==> src/rtl/gcd_operand_feeder_if.sv <==
// Handshake and core-bus bundle for the GCD operand feeder.
// master: the feeder; slave: the environment (requester, consumer, core).
interface gcd_operand_feeder_if #(
   parameter int W = 16
);
   logic         in_valid;
   logic         in_ready;
   logic [W-1:0] in_a;
   logic [W-1:0] in_b;
   logic         out_valid;
   logic         out_ready;
   logic [W-1:0] out_gcd;
   logic         out_err;
   logic         core_start;
   logic [W-1:0] core_data;
   logic         core_done;
   logic [W-1:0] core_result;

   modport master (
      input  in_valid, in_a, in_b, out_ready, core_done, core_result,
      output in_ready, out_valid, out_gcd, out_err, core_start, core_data
   );

   modport slave (
      output in_valid, in_a, in_b, out_ready, core_done, core_result,
      input  in_ready, out_valid, out_gcd, out_err, core_start, core_data
   );
endinterface

==> src/rtl/gcd_operand_feeder.sv <==
// Drives the GCD core start/serial-load protocol for one operand pair,
// bypasses zero operands and times out on a hung core.
module gcd_operand_feeder #(
   parameter int W       = 16,
   parameter int TIMEOUT = 1024
) (
   input  logic                  clk,
   input  logic                  rst,
   gcd_operand_feeder_if.master  bus,
   output logic                  busy
);
   localparam int CW = (TIMEOUT > 2) ? $clog2(TIMEOUT) : 1;
   localparam logic [CW-1:0] CNT_LAST = CW'(TIMEOUT - 1);

   typedef enum logic [2:0] {
      S_IDLE,
      S_START,
      S_LOAD_B,
      S_WAIT,
      S_RESP
   } state_t;

   state_t        state_q, state_d;
   logic [W-1:0]  a_q, a_d;
   logic [W-1:0]  b_q, b_d;
   logic [W-1:0]  gcd_q, gcd_d;
   logic          err_q, err_d;
   logic [CW-1:0] cnt_q, cnt_d;

   // State, operand, result and timeout registers
   always_ff @(posedge clk) begin
      if (rst) begin
         state_q <= S_IDLE;
         a_q     <= '0;
         b_q     <= '0;
         gcd_q   <= '0;
         err_q   <= 1'b0;
         cnt_q   <= '0;
      end else begin
         state_q <= state_d;
         a_q     <= a_d;
         b_q     <= b_d;
         gcd_q   <= gcd_d;
         err_q   <= err_d;
         cnt_q   <= cnt_d;
      end
   end

   // Next-state: accept, load A then B, wait for done or timeout, respond
   always_comb begin
      state_d = state_q;
      a_d     = a_q;
      b_d     = b_q;
      gcd_d   = gcd_q;
      err_d   = err_q;
      cnt_d   = cnt_q;
      unique case (state_q)
         S_IDLE: begin
            if (bus.in_valid && !bus.core_done) begin
               a_d = bus.in_a;
               b_d = bus.in_b;
               if ((bus.in_a == '0) || (bus.in_b == '0)) begin
                  gcd_d   = bus.in_a | bus.in_b;
                  err_d   = 1'b0;
                  state_d = S_RESP;
               end else begin
                  state_d = S_START;
               end
            end
         end
         S_START: begin
            state_d = S_LOAD_B;
         end
         S_LOAD_B: begin
            cnt_d   = '0;
            state_d = S_WAIT;
         end
         S_WAIT: begin
            cnt_d = cnt_q + CW'(1);
            if (bus.core_done) begin
               gcd_d   = bus.core_result;
               err_d   = 1'b0;
               state_d = S_RESP;
            end else if (cnt_q == CNT_LAST) begin
               gcd_d   = '0;
               err_d   = 1'b1;
               state_d = S_RESP;
            end
         end
         S_RESP: begin
            if (bus.out_ready) begin
               state_d = S_IDLE;
            end
         end
         default: begin
            state_d = S_IDLE;
         end
      endcase
   end

   // Outputs decoded from the current state
   always_comb begin
      bus.in_ready   = (state_q == S_IDLE) && !bus.core_done && !rst;
      bus.out_valid  = (state_q == S_RESP);
      bus.out_gcd    = gcd_q;
      bus.out_err    = err_q;
      bus.core_start = (state_q == S_START) ||
                       (state_q == S_LOAD_B) ||
                       (state_q == S_WAIT);
      bus.core_data  = '0;
      if (state_q == S_START) begin
         bus.core_data = a_q;
      end else if ((state_q == S_LOAD_B) || (state_q == S_WAIT)) begin
         bus.core_data = b_q;
      end
      busy = (state_q != S_IDLE);
   end
endmodule

==> src/flat_wrapper.sv <==
// flat-port wrapper written by rule: the top's interface ports become plain ports
module gcd_operand_feeder_flat 
#(
   parameter int W       = 16,
   parameter int TIMEOUT = 1024
)
  (clk, rst, busy, bus_in_valid, bus_in_a, bus_in_b, bus_out_ready, bus_core_done, bus_core_result, bus_in_ready, bus_out_valid, bus_out_gcd, bus_out_err, bus_core_start, bus_core_data);
  gcd_operand_feeder_if #(.W(W)) bus_i ();
  input  logic clk;
  input  logic rst;
  output logic busy;
  input wire logic [$bits(bus_i.in_valid)-1:0] bus_in_valid;
  input wire logic [$bits(bus_i.in_a)-1:0] bus_in_a;
  input wire logic [$bits(bus_i.in_b)-1:0] bus_in_b;
  input wire logic [$bits(bus_i.out_ready)-1:0] bus_out_ready;
  input wire logic [$bits(bus_i.core_done)-1:0] bus_core_done;
  input wire logic [$bits(bus_i.core_result)-1:0] bus_core_result;
  output wire logic [$bits(bus_i.in_ready)-1:0] bus_in_ready;
  output wire logic [$bits(bus_i.out_valid)-1:0] bus_out_valid;
  output wire logic [$bits(bus_i.out_gcd)-1:0] bus_out_gcd;
  output wire logic [$bits(bus_i.out_err)-1:0] bus_out_err;
  output wire logic [$bits(bus_i.core_start)-1:0] bus_core_start;
  output wire logic [$bits(bus_i.core_data)-1:0] bus_core_data;
  assign bus_i.in_valid = bus_in_valid;
  assign bus_i.in_a = bus_in_a;
  assign bus_i.in_b = bus_in_b;
  assign bus_i.out_ready = bus_out_ready;
  assign bus_i.core_done = bus_core_done;
  assign bus_i.core_result = bus_core_result;
  assign bus_in_ready = bus_i.in_ready;
  assign bus_out_valid = bus_i.out_valid;
  assign bus_out_gcd = bus_i.out_gcd;
  assign bus_out_err = bus_i.out_err;
  assign bus_core_start = bus_i.core_start;
  assign bus_core_data = bus_i.core_data;
  gcd_operand_feeder #(.W(W), .TIMEOUT(TIMEOUT)) u_core (.clk(clk), .rst(rst), .bus(bus_i), .busy(busy));
endmodule
==> config.mk <==
export PLATFORM = sky130hd
export DESIGN_NAME = gcd_operand_feeder_flat
export DESIGN_NICKNAME = d
export VERILOG_FILES = /design/src/rtl/gcd_operand_feeder_if.sv /design/src/rtl/gcd_operand_feeder.sv /design/src/flat_wrapper.sv
export SDC_FILE = /design/constraint.sdc
export NUM_CORES = 1
export LEC_CHECK = 0
export ABC_CLOCK_PERIOD_IN_PS = 2700
export CAP_MARGIN = 30
export CORE_MARGIN = 4
export CORE_UTILIZATION = 47
export DETAILED_ROUTE_END_ITERATION = 10
export PLACE_DENSITY = 0.88
export SLEW_MARGIN = 30
export SYNTH_ARGS = -nofsm -noshare
export SYNTH_HDL_FRONTEND = slang
export SYNTH_SLANG_ARGS = --single-unit
==> constraint.sdc <==
create_clock -name clk -period 2.7 [get_ports clk]
set_clock_uncertainty 0.2 [all_clocks]
set_input_delay 0.54 -clock clk [delete_from_list [all_inputs] [get_ports clk]]
set_output_delay 0.54 -clock clk [all_outputs]
set_load 0.005 [all_outputs]
=== After elaboration in Yosys (flattened, before gate mapping) ===
Index checks and enable logic that the tools add are counted.

* Add/subtract/negate cells: 1
* Equality and inequality tests: 9
* Multiplexer cells: 19
* Bitwise gates (word level): 1
* Reduce and logical (&&, ||, !) cells: 18

{| class="wikitable"
|+ Operators by type and width
! kind !! count
|-
| two-way mux 16 bit || 6
|-
| logical NOT 16 bit || 2
|-
| one-hot mux 16 bit (2 select lines) || 1
|-
| one-hot mux 10 bit (2 select lines) || 1
|-
| bitwise OR 16 bit || 1
|-
| two-way mux 3 bit || 5
|-
| one-hot mux 3 bit (5 select lines) || 1
|-
| adder 10 x 1 -> 10 bit (second input constant) || 1
|-
| equality test 10 bit (second input constant) || 1
|-
| equality test 3 x 2 -> 1 bit (second input constant) || 2
|-
| logical OR 1 bit || 4
|-
| two-way mux 1 bit || 4
|-
| != test 2 x 1 -> 1 bit (second input constant) || 2
|-
| AND reduction 4 bit || 1
|-
| nonzero test 2 bit || 2
|-
| equality test 3 x 1 -> 1 bit (second input constant) || 1
|-
| equality test 3 bit (second input constant) || 1
|-
| logical AND 1 bit || 3
|-
| logical NOT 3 bit || 1
|-
| != test 3 x 2 -> 1 bit (second input constant) || 1
|-
| AND reduction 3 bit || 1
|-
| nonzero test 3 bit || 1
|-
| logical NOT 1 bit || 2
|-
| != test 2 bit (second input constant) || 1
|-
| other kinds (2) || 2
|}

* Register bits: 62
* Bits of input ports: 53
* Output and inout bits: 37
* Word-level logic and storage cells: 54

=== Logic depth before layout (Yosys ltp) ===
Gate-level depths: netlist of the first run.

* Word-level depth: 5
* Mapped depth: 8
* Mapped depth without buffers: 6

=== Worst setup path after synthesis of the first run ===
No wires, ideal clock.

* Path kind: register to output
* Start: register u_core.state_q[0]
* End: output bus_core_data[10]
* Arrival: 1.602 ns
* Data required time: 1.960 ns
* Path slack: 0.358 ns
* Cell stages (with the launch flop): 6
* Path through: dfxtp_1 clkbuf_1 inv_1 nor3_1 clkbuf_1 a22o_1

* Word-level cells in the longest chain between the ends: 4

{| class="wikitable"
|+ RTL lines
! element !! RTL line !! text
|-
| from (decl) || gcd_operand_feeder.sv:23 || <nowiki>state_t state_q, state_d;</nowiki>
|-
| from (signal assigned) || gcd_operand_feeder.sv:40 || <nowiki>state_q <= state_d;</nowiki>
|-
| equality test 3 x 2 -> 1 bit || gcd_operand_feeder.sv:113 || <nowiki>end else if ((state_q == S_LOAD_B) || (state_q == S_WAIT)) begin</nowiki>
|-
| logical OR 1 bit || gcd_operand_feeder.sv:113 ||
|-
| two-way mux 16 bit || gcd_operand_feeder.sv:113 ||
|-
| two-way mux 16 bit * || gcd_operand_feeder.sv:111 || <nowiki>if (state_q == S_START) begin</nowiki>
|-
| to (decl) || flat_wrapper.sv:23 || <nowiki>output wire logic [$bits(bus_i.core_data)-1:0] bus_core_data;</nowiki>
|}

Every way passes the cells marked *; elsewhere a longest branch is shown, timed or not.

=== Final worst setup path of the first run ===
* Start: register u_core.state_q[2]
* End: output bus_in_ready

* Word-level cells in the longest chain between the ends: 3

{| class="wikitable"
|+ RTL lines
! element !! RTL line !! text
|-
| logical NOT 3 bit || gcd_operand_feeder.sv:103 || <nowiki>bus.in_ready = (state_q == S_IDLE) && !bus.core_done && !rst;</nowiki>
|-
| logical AND 1 bit (2 in series) || gcd_operand_feeder.sv:103 ||
|-
| to (decl) || flat_wrapper.sv:18 || <nowiki>output wire logic [$bits(bus_i.in_ready)-1:0] bus_in_ready;</nowiki>
|}

Every way passes these cells.

==> run summary, run 1 <==
The run finished with clean final reports. The total area inside the core boundary comes to roughly 0.0060 sq mm. The area after detailed placement came out at 0.00394 sq mm. The worst-case clock buffer depth is 2.

Measured against the total synthesized area, the mux share comes to 0.00342. The sequential cell fraction of total power is 0.430. The element type at the critical path end is an output pin.

The overall power of the completed layout came out at 0.00227 W. The slowest cell on the critical path is clkdlybuf4s50_1. In this run, post-CTS hold repair placed 0 buffers. The first TritonRoute pass finished after 7 iterations. The via count is 3189. By area, the combinational part of the netlist is dominated by simple AND/OR/NAND/NOR gates.

The count of distinct cell types in the synthesized netlist came out at 38. The routing layer with the top usage in global route is met2. The remaining antenna violation count after routing is 0.

Data arrives at the worst endpoint at between 1.5 and 2 ns. The worst setup path is launched from a flop. Leaving out fill and tap cells, the most frequent cell in the layout is clkdlybuf4s50_1. In this run the tightest slew margin relative to its limit is 0.568. The total CTS buffers came out at 9. The I/O pin count came out at 90. In this run the worst hold path is classified as flop to flop.

On the critical path the largest part of the delay comes from simple AND/OR/NAND/NOR gates. The signal on the critical path passes through or3_4 -> nor3_2 -> clkdlybuf4s50_1. Of the available clock period, the critical path in the final layout requires 0.978. By startpoint and endpoint, the worst setup path is classified as flop to output pin. The final period demand of the worst path came out at roughly 2.6 ns. The setup-violating endpoint count in the final report came out at 0. The number of enable-type register cells in the synthesized netlist is 0. The total inserted antenna cells is 0. For this run, the number of Yosys warnings is 0. The largest voltage drop on the vdd net is around 0.44 mV.

Of the total power, the clock network draws 0.397. The net switching fraction of the power is 0.259. The data required time of the critical path came out at ~2 ns. The count of cells in the finished layout, fillers not included, comes to 551.

After routing the design area is around 0.0042 sq mm. The net count after synthesis is around 440. The detailed-route wire length came out at between 9 and 10 mm. Together, buffers and inverters on the worst path number 1.

The largest fanout on the critical path came out at 9. The sequential-to-total area share from yosys stat came out at 0.425. The area share of the largest cell type after synthesis came out at 0.425. The last weighted congestion value of the routability-driven placer came out at 0.904.

The met2 capacity usage during global routing is 0.381. The transition at the pin with the smallest max-transition slack came out at ~0.65 ns. The average routed wire per standard cell came out at approximately 17 um. Of the total synthesized cell area, the portion taken by AND, OR, NAND and NOR gates is 0.263.

After the first detailed-routing iteration, the DRC count stood at approximately 350. The ratio of total power to cell area is 544 mW/mm^2. The die extent in x came out at about 87 um. The leakage power of the design came out at ~1.5 nW. Post-CTS timing repair inserted 0 buffers for setup. Row generation in the floorplan step produced 28 rows. TritonCTS built the clock tree. The residual overflow from global routing is 0.

The number of H-tree levels came out at 3. The HPWL after detailed placement is around 6.6 mm. The number of pins exceeding their max-slew limit in the final report is 0. The initial standard-cell utilization of the core is 0.488. The fmax came out at 379 MHz. The wire length of the first global-routing pass came out at ~14 mm.

The via count of the first global-routing pass is slightly above 3000. The largest stage delay on the critical path is about 0.54 ns. For this run, design rule violations remaining after detail routing come to 0.

The clock sink total came out at between 60 and 70. Counting tap cells, the placed design contains a total of about 530 instances. The post-synthesis share of cell area spent on xor and xnor gates is 0.0150. The CTS clock-pin slew for the worst setup and hold paths came out at roughly 0.07 ns.

In the layout the commonest cells are 88 x clkdlybuf4s50_1, 68 x nand2_1, 61 x dfxtp_1, 54 x a21oi_1, 42 x nor2_1. The final count of hold timing violations came out at 0. The final layout contains between 500 and 600 nets. The total net switching power came out at 0.000590 W. The fraction of registers with async set or reset after synthesis is 0. The largest area contributor in the netlist is dfxtp_1.

The post-synthesis adder-cell area fraction is 0.00428. The number of antenna violations at the first check in global routing was 0. The synthesized area per cell is roughly 7.6 sq um. The post-synthesis compound-gate area fraction is 0.239.

The cell count after synthesis came out at 385. CTS placed an instance of clkbuf_8 at the clock tree root. The maximum number of pins on one net before global-route repair came out at between 50 and 60. The overall fraction of global-route tracks in use came out at 0.246.

The via density per instance is ~5.8. The fraction of final layout cells with drive strength greater than 1 came out at 0.0945. The die is between 80 and 90 um tall. At the later pin of the worst-skew pair, clock insertion delay measures between 0.3 and 0.4 ns. Yosys attributes the largest share of cell area to dfxtp_1 42%, a21oi_1 9.2%, nand2_1 8.7%, nor2_1 5.4%, a22o_1 4.8%.

The signed area change from the synthesized netlist to the final layout came out at 42.9%. The total of max-cap violations is 0. The met3 demand-to-capacity share in global routing is 0.0568. Counting flops and latches in the post-synthesis netlist gives 62. The internal portion of the total power is approximately 0.0017 W.

The synthesized area is 0.00292 sq mm. Of the total power, combinational logic draws 0.173. The area of the die is 0.00754 sq mm.

Setup repair after global routing could not meet its margin everywhere. The quantity of I/O buffers inserted on ports is 89. The post-route worst hold slack is 0.253 ns. The routing usage on met1 is 0.325. For this run, the leading register cell type out of synthesis is dfxtp_1.
[final timing paths]
kind,start,endpoint,slack [ns],depth (start not counted)
worst min-delay path,u_core.a_q[0],u_core.a_q[0],0.25,2
worst max-delay path,u_core.state_q[2],bus_in_ready,0.06,3
worst min register to register,u_core.a_q[0],u_core.a_q[0],0.25,2
worst max register to register,u_core.cnt_q[0],u_core.bus.out_gcd[7],0.24,7
[layout make-up]
type / count / area, sq um
Fill cell: 445 / 1810
Multi-Input combinational cell: 288 / 1560
Sequential cell: 62 / 1240
Timing Repair Buffer: 107 / 1060
Clock buffer: 12 / 145
Tap cell: 75 / 93.8
Clock inverter: 4 / 70.1
Inverter: 3 / 11.3
[metal layers]
metal	wire length (um)	vias up
met5	0	-
met4	281	0
met3	904	31
met2	4150	194
met1	3900	1439
li1	-	1525
[stage by stage]
step                 util  setup slack [ns]  TNS, ns
CTS                 0.694           0.00269        0
global route        0.697           0.00440        0
floorplan               -             0.358        0
global placement    0.657            0.0101        0
detailed placement  0.657           -0.0212  -0.0316
finish              0.697            0.0598        0
[cells in the mapped netlist (all sizes together) (3+ instances only)]
cell	number
xor2	3
dfxtp	62
nor3	5
nand4	4
o21ai	23
a21oi	54
clkbuf	28
a22oi	3
inv	3
a22o	16
a31oi	17
nand2	68
nor4	8
or3	18
buf	4
nor2	42
nand3	3
[cell families after synthesis]
logic type / Yosys count
AOI/OAI and AO/OA: 118
xor gates and xnor gates: 5
adders and majority gates: 1
buffers and inverters: 35
DFF: 62
muxes: 1
and+or+nand+nor: 163
[power groups by stage]
stage | Clock [W] | Sequential, W | Combinational [W]
after floorplan | 0 | 0.000985 | 0.000191
after global placement | 0 | 0.000992 | 0.000370
after detailed placement | 0 | 0.000995 | 0.000377
after CTS | 0.000901 | 0.000975 | 0.000381
after global routing | 0.000937 | 0.000980 | 0.000423
final | 0.000902 | 0.000978 | 0.000393
[worst register-to-register path, delay by kind of cell (launching register included)]
family                     cells  cell delay [ns]
AOI/OAI and AO/OA              3             0.76
buffers and inverters          1             0.19
and+or+nand+nor                2             0.46
DFF                            1             0.46
adders and majority gates      1             0.31
[what timing repair did]
action	CTS	global route
cloned	0	1
endpoints found under the setup margin	16	13
gates resized for setup	2	6
[flip-flops by register name, indices dropped and copies added (netlist names)]
register and cells:
u_core.a_q 16, u_core.state_q 3, u_core.bus.out_err 1, u_core.b_q 16
u_core.cnt_q 10, u_core.bus.out_gcd 16
Power figures use the tool's default switching activity.
==> inputs of run 2 (changes only) <==
- CORE_MARGIN: 4 -> 3
==> run 2 against run 1 <==
Compared with the run above: fmax down 0.29%; flip-flop and latch count unchanged; sequential share of layout area about the same; register-to-register slack better by 0.07 ns; first-iteration DRC count up 4.3%; critical path type unchanged.
==> run summary, run 2 (same netlist as run 1, synthesis figures left out) <==
The final worst setup slack is 0.0519 ns (-0.00781 ns). The number of remaining DRC errors came out at 0 (unchanged). The launch point of the worst reg-to-reg path is u_core.cnt_q[0].

The clock sink total is 62 (unchanged). The total inserted antenna cells is 0 (unchanged). The die extent in x is 84.9 um (-2.3%). The HPWL after detailed placement came out at 6.34 mm (-4.1%). The endpoint arrival time on the critical path came to 1.91 ns (about the same).

The final count of hold timing violations came out at 0 (unchanged). The I/O pin count came to 90 (unchanged). The maximum number of pins on one net before global-route repair came out at 59 (unchanged). From synthesis to final layout, the design area changed by 43.5%. The overall power of the completed layout is 0.00223 W (-1.9%). The worst hold path belongs to the class flop to flop. The vertical die dimension was 84.9 um (-2.3%). The last weighted congestion value of the routability-driven placer is 0.863 (-4.5%).

In this run the most critical hold path is launched from u_core.a_q[4]. The total of max-cap violations came out at 0 (unchanged). The overall fraction of global-route tracks in use came out at 0.255 (+0.00963). The via count came out at 3213 (+0.75%).

The cell family contributing the most delay on the critical path is buffers and inverters. The remaining antenna violation count after routing was 0 (unchanged). The flow ran to the end, and the final reports show no timing, DRC or antenna violations. The slowest cell on the critical path is clkdlybuf4s50_1. The number of DRC violations after detailed-routing iteration 0 came to 366 (+4.3%). The fmax came out at 378 MHz (-0.29%). The setup-violating endpoint count in the final report was 0 (unchanged). The via density per instance is 5.82 (+0.57%). Leaving out fill and tap cells, the most frequent cell in the layout is clkdlybuf4s50_1. The sum of buffers and inverters on the critical path is 2 (+1). The via count of the first global-routing pass was 3106 (+1.2%). The largest fanout on the critical path is 7 (-2).

The root buffer cell chosen for the clock tree is clkbuf_8. The relative slew slack came to 0.570 (+0.00177). The CTS clock-pin slew for the worst setup and hold paths is 0.07 ns (about the same).

In the layout the commonest cells are 87 x clkdlybuf4s50_1, 68 x nand2_1, 59 x dfxtp_1, 54 x a21oi_1, 42 x nor2_1. The summed negative setup slack over all endpoints is 0 ns (unchanged). The signal on the critical path passes through buf_4 -> or3_4 -> nor3_1 -> clkdlybuf4s50_1.

The total core area was 0.00596 sq mm (-0.58%). The average routed wire per standard cell came out at 16.9 um (+0.70%). The element type at the critical path end is an output pin. TritonCTS built the clock tree.

The fraction of final layout cells with drive strength greater than 1 is 0.103 (+0.00819). The initial standard-cell utilization of the core is 0.491 (+0.00287). The leakage power of the design is 1.49 nW (+1.3%). The number of pins exceeding their max-slew limit in the final report came out at 0 (unchanged).

The worst setup path is launched from a flop. The post-route worst hold slack is 0.252 ns (-0.000604 ns). The number of H-tree levels came out at 3 (unchanged). The transition at the pin with the smallest max-transition slack is 0.645 ns (-0.00266 ns).

The area of the die came out at 0.00720 sq mm (-4.6%). The critical path starts at u_core.state_q[0]. The number of antenna violations at the first check in global routing came out at 0 (unchanged).

The residual overflow from global routing came out at 0 (unchanged). The net count reported at finish was 527 (+0.38%). The fraction of the cycle the final worst path needs is 0.981 (+0.00289). The data required time of the critical path came to 1.96 ns (about the same).

The number of iterations in the first detailed-routing pass came out at 5 (-2). The quantity of I/O buffers inserted on ports is 89 (unchanged). The detailed-route wire length came out at 9.32 mm (+0.89%).

The wire length of the first global-routing pass is 14.7 mm (+1.9%). The worst-case clock buffer depth was 2 (unchanged). The critical path start-end classification is flop to output pin. The buffer count from post-CTS setup fixing came to 0 (unchanged). The worst setup slack before clock tree synthesis came out at -0.0189 ns (+0.00231 ns).

The largest voltage drop on the vdd net was 0.302 mV (-32%). The row count is 28 (unchanged). The number of buffers inserted by hold repair at cts is 0 (unchanged).

The final period demand of the worst path was 2.65 ns (+0.00781 ns). The ratio of total power to cell area is 532 mW/mm^2 (-2.3%). The total CTS buffers came out at 9 (unchanged). The largest stage delay on the critical path is 0.53 ns (about the same). The worst-skew pair later-pin latency is 0.34 ns (about the same).
-- run 2: tightest hold or removal path, delay by kind of cell, from the launching register on --
| kind | cells | cell delay, ns |
|---|---|---|
| AO/OA/AOI/OAI | 1 | 0.05 |
| flip-flops | 1 | 0.31 |
| AND/OR/NAND/NOR | 1 | 0.05 |
-- run 2: final timing paths --
| path | to | cells past startpoint | slack (ns) |
|---|---|---|---|
| hold / removal | u_core.a_q[4] | 2 | 0.25 |
| hold reg to reg | u_core.a_q[4] | 2 | 0.25 |
| setup reg to reg | u_core.bus.out_gcd[9] | 7 | 0.31 |
| setup / recovery | bus_in_ready | 4 | 0.05 |
-- run 2: final cells by class --
cell class                 instances  area [sq um]
clock buffer                      12           165
clock inverter                     3          42.5
fill                             464          1760
inverter                           3          11.3
multi-input combinational        288          1550
sequential                        62          1250
tap                               75          93.8
timing repair buffer             109          1080
-- run 2: where the power goes --
group | internal, W | leakage (nW) | switching, W
registers | 0.000951 | 0.505 | 0.0000278
logic | 0.000194 | 0.880 | 0.000205
clock network | 0.000495 | 0.104 | 0.000357
-- run 2: per-stage QoR --
stage | utilization | cells | cell area (sq um)
final | 0.704 | 552 | 4190
after global placement | 0.660 | 535 | 3930
after CTS | 0.695 | 550 | 4140
after floorplan | - | 385 | 2920
after global routing | 0.704 | 552 | 4190
after detailed placement | 0.660 | 535 | 3930
-- run 2: routing by layer --
metal / GRT usage / vias to the layer above / share of wire
met3: 0.0505 / 24 / 0.091
met4: 0.121 / 0 / 0.026
met5: 0 / - / 0
li1: - / 1532 / -
met2: 0.401 / 181 / 0.47
met1: 0.337 / 1476 / 0.41
-- run 2: repair_timing --
action / 4_1_cts / 5_1_grt
pin swaps: 0 / 1
resized for setup: 0 / 18
cloned: 0 / 2
setup endpoints to repair: 3 / 18
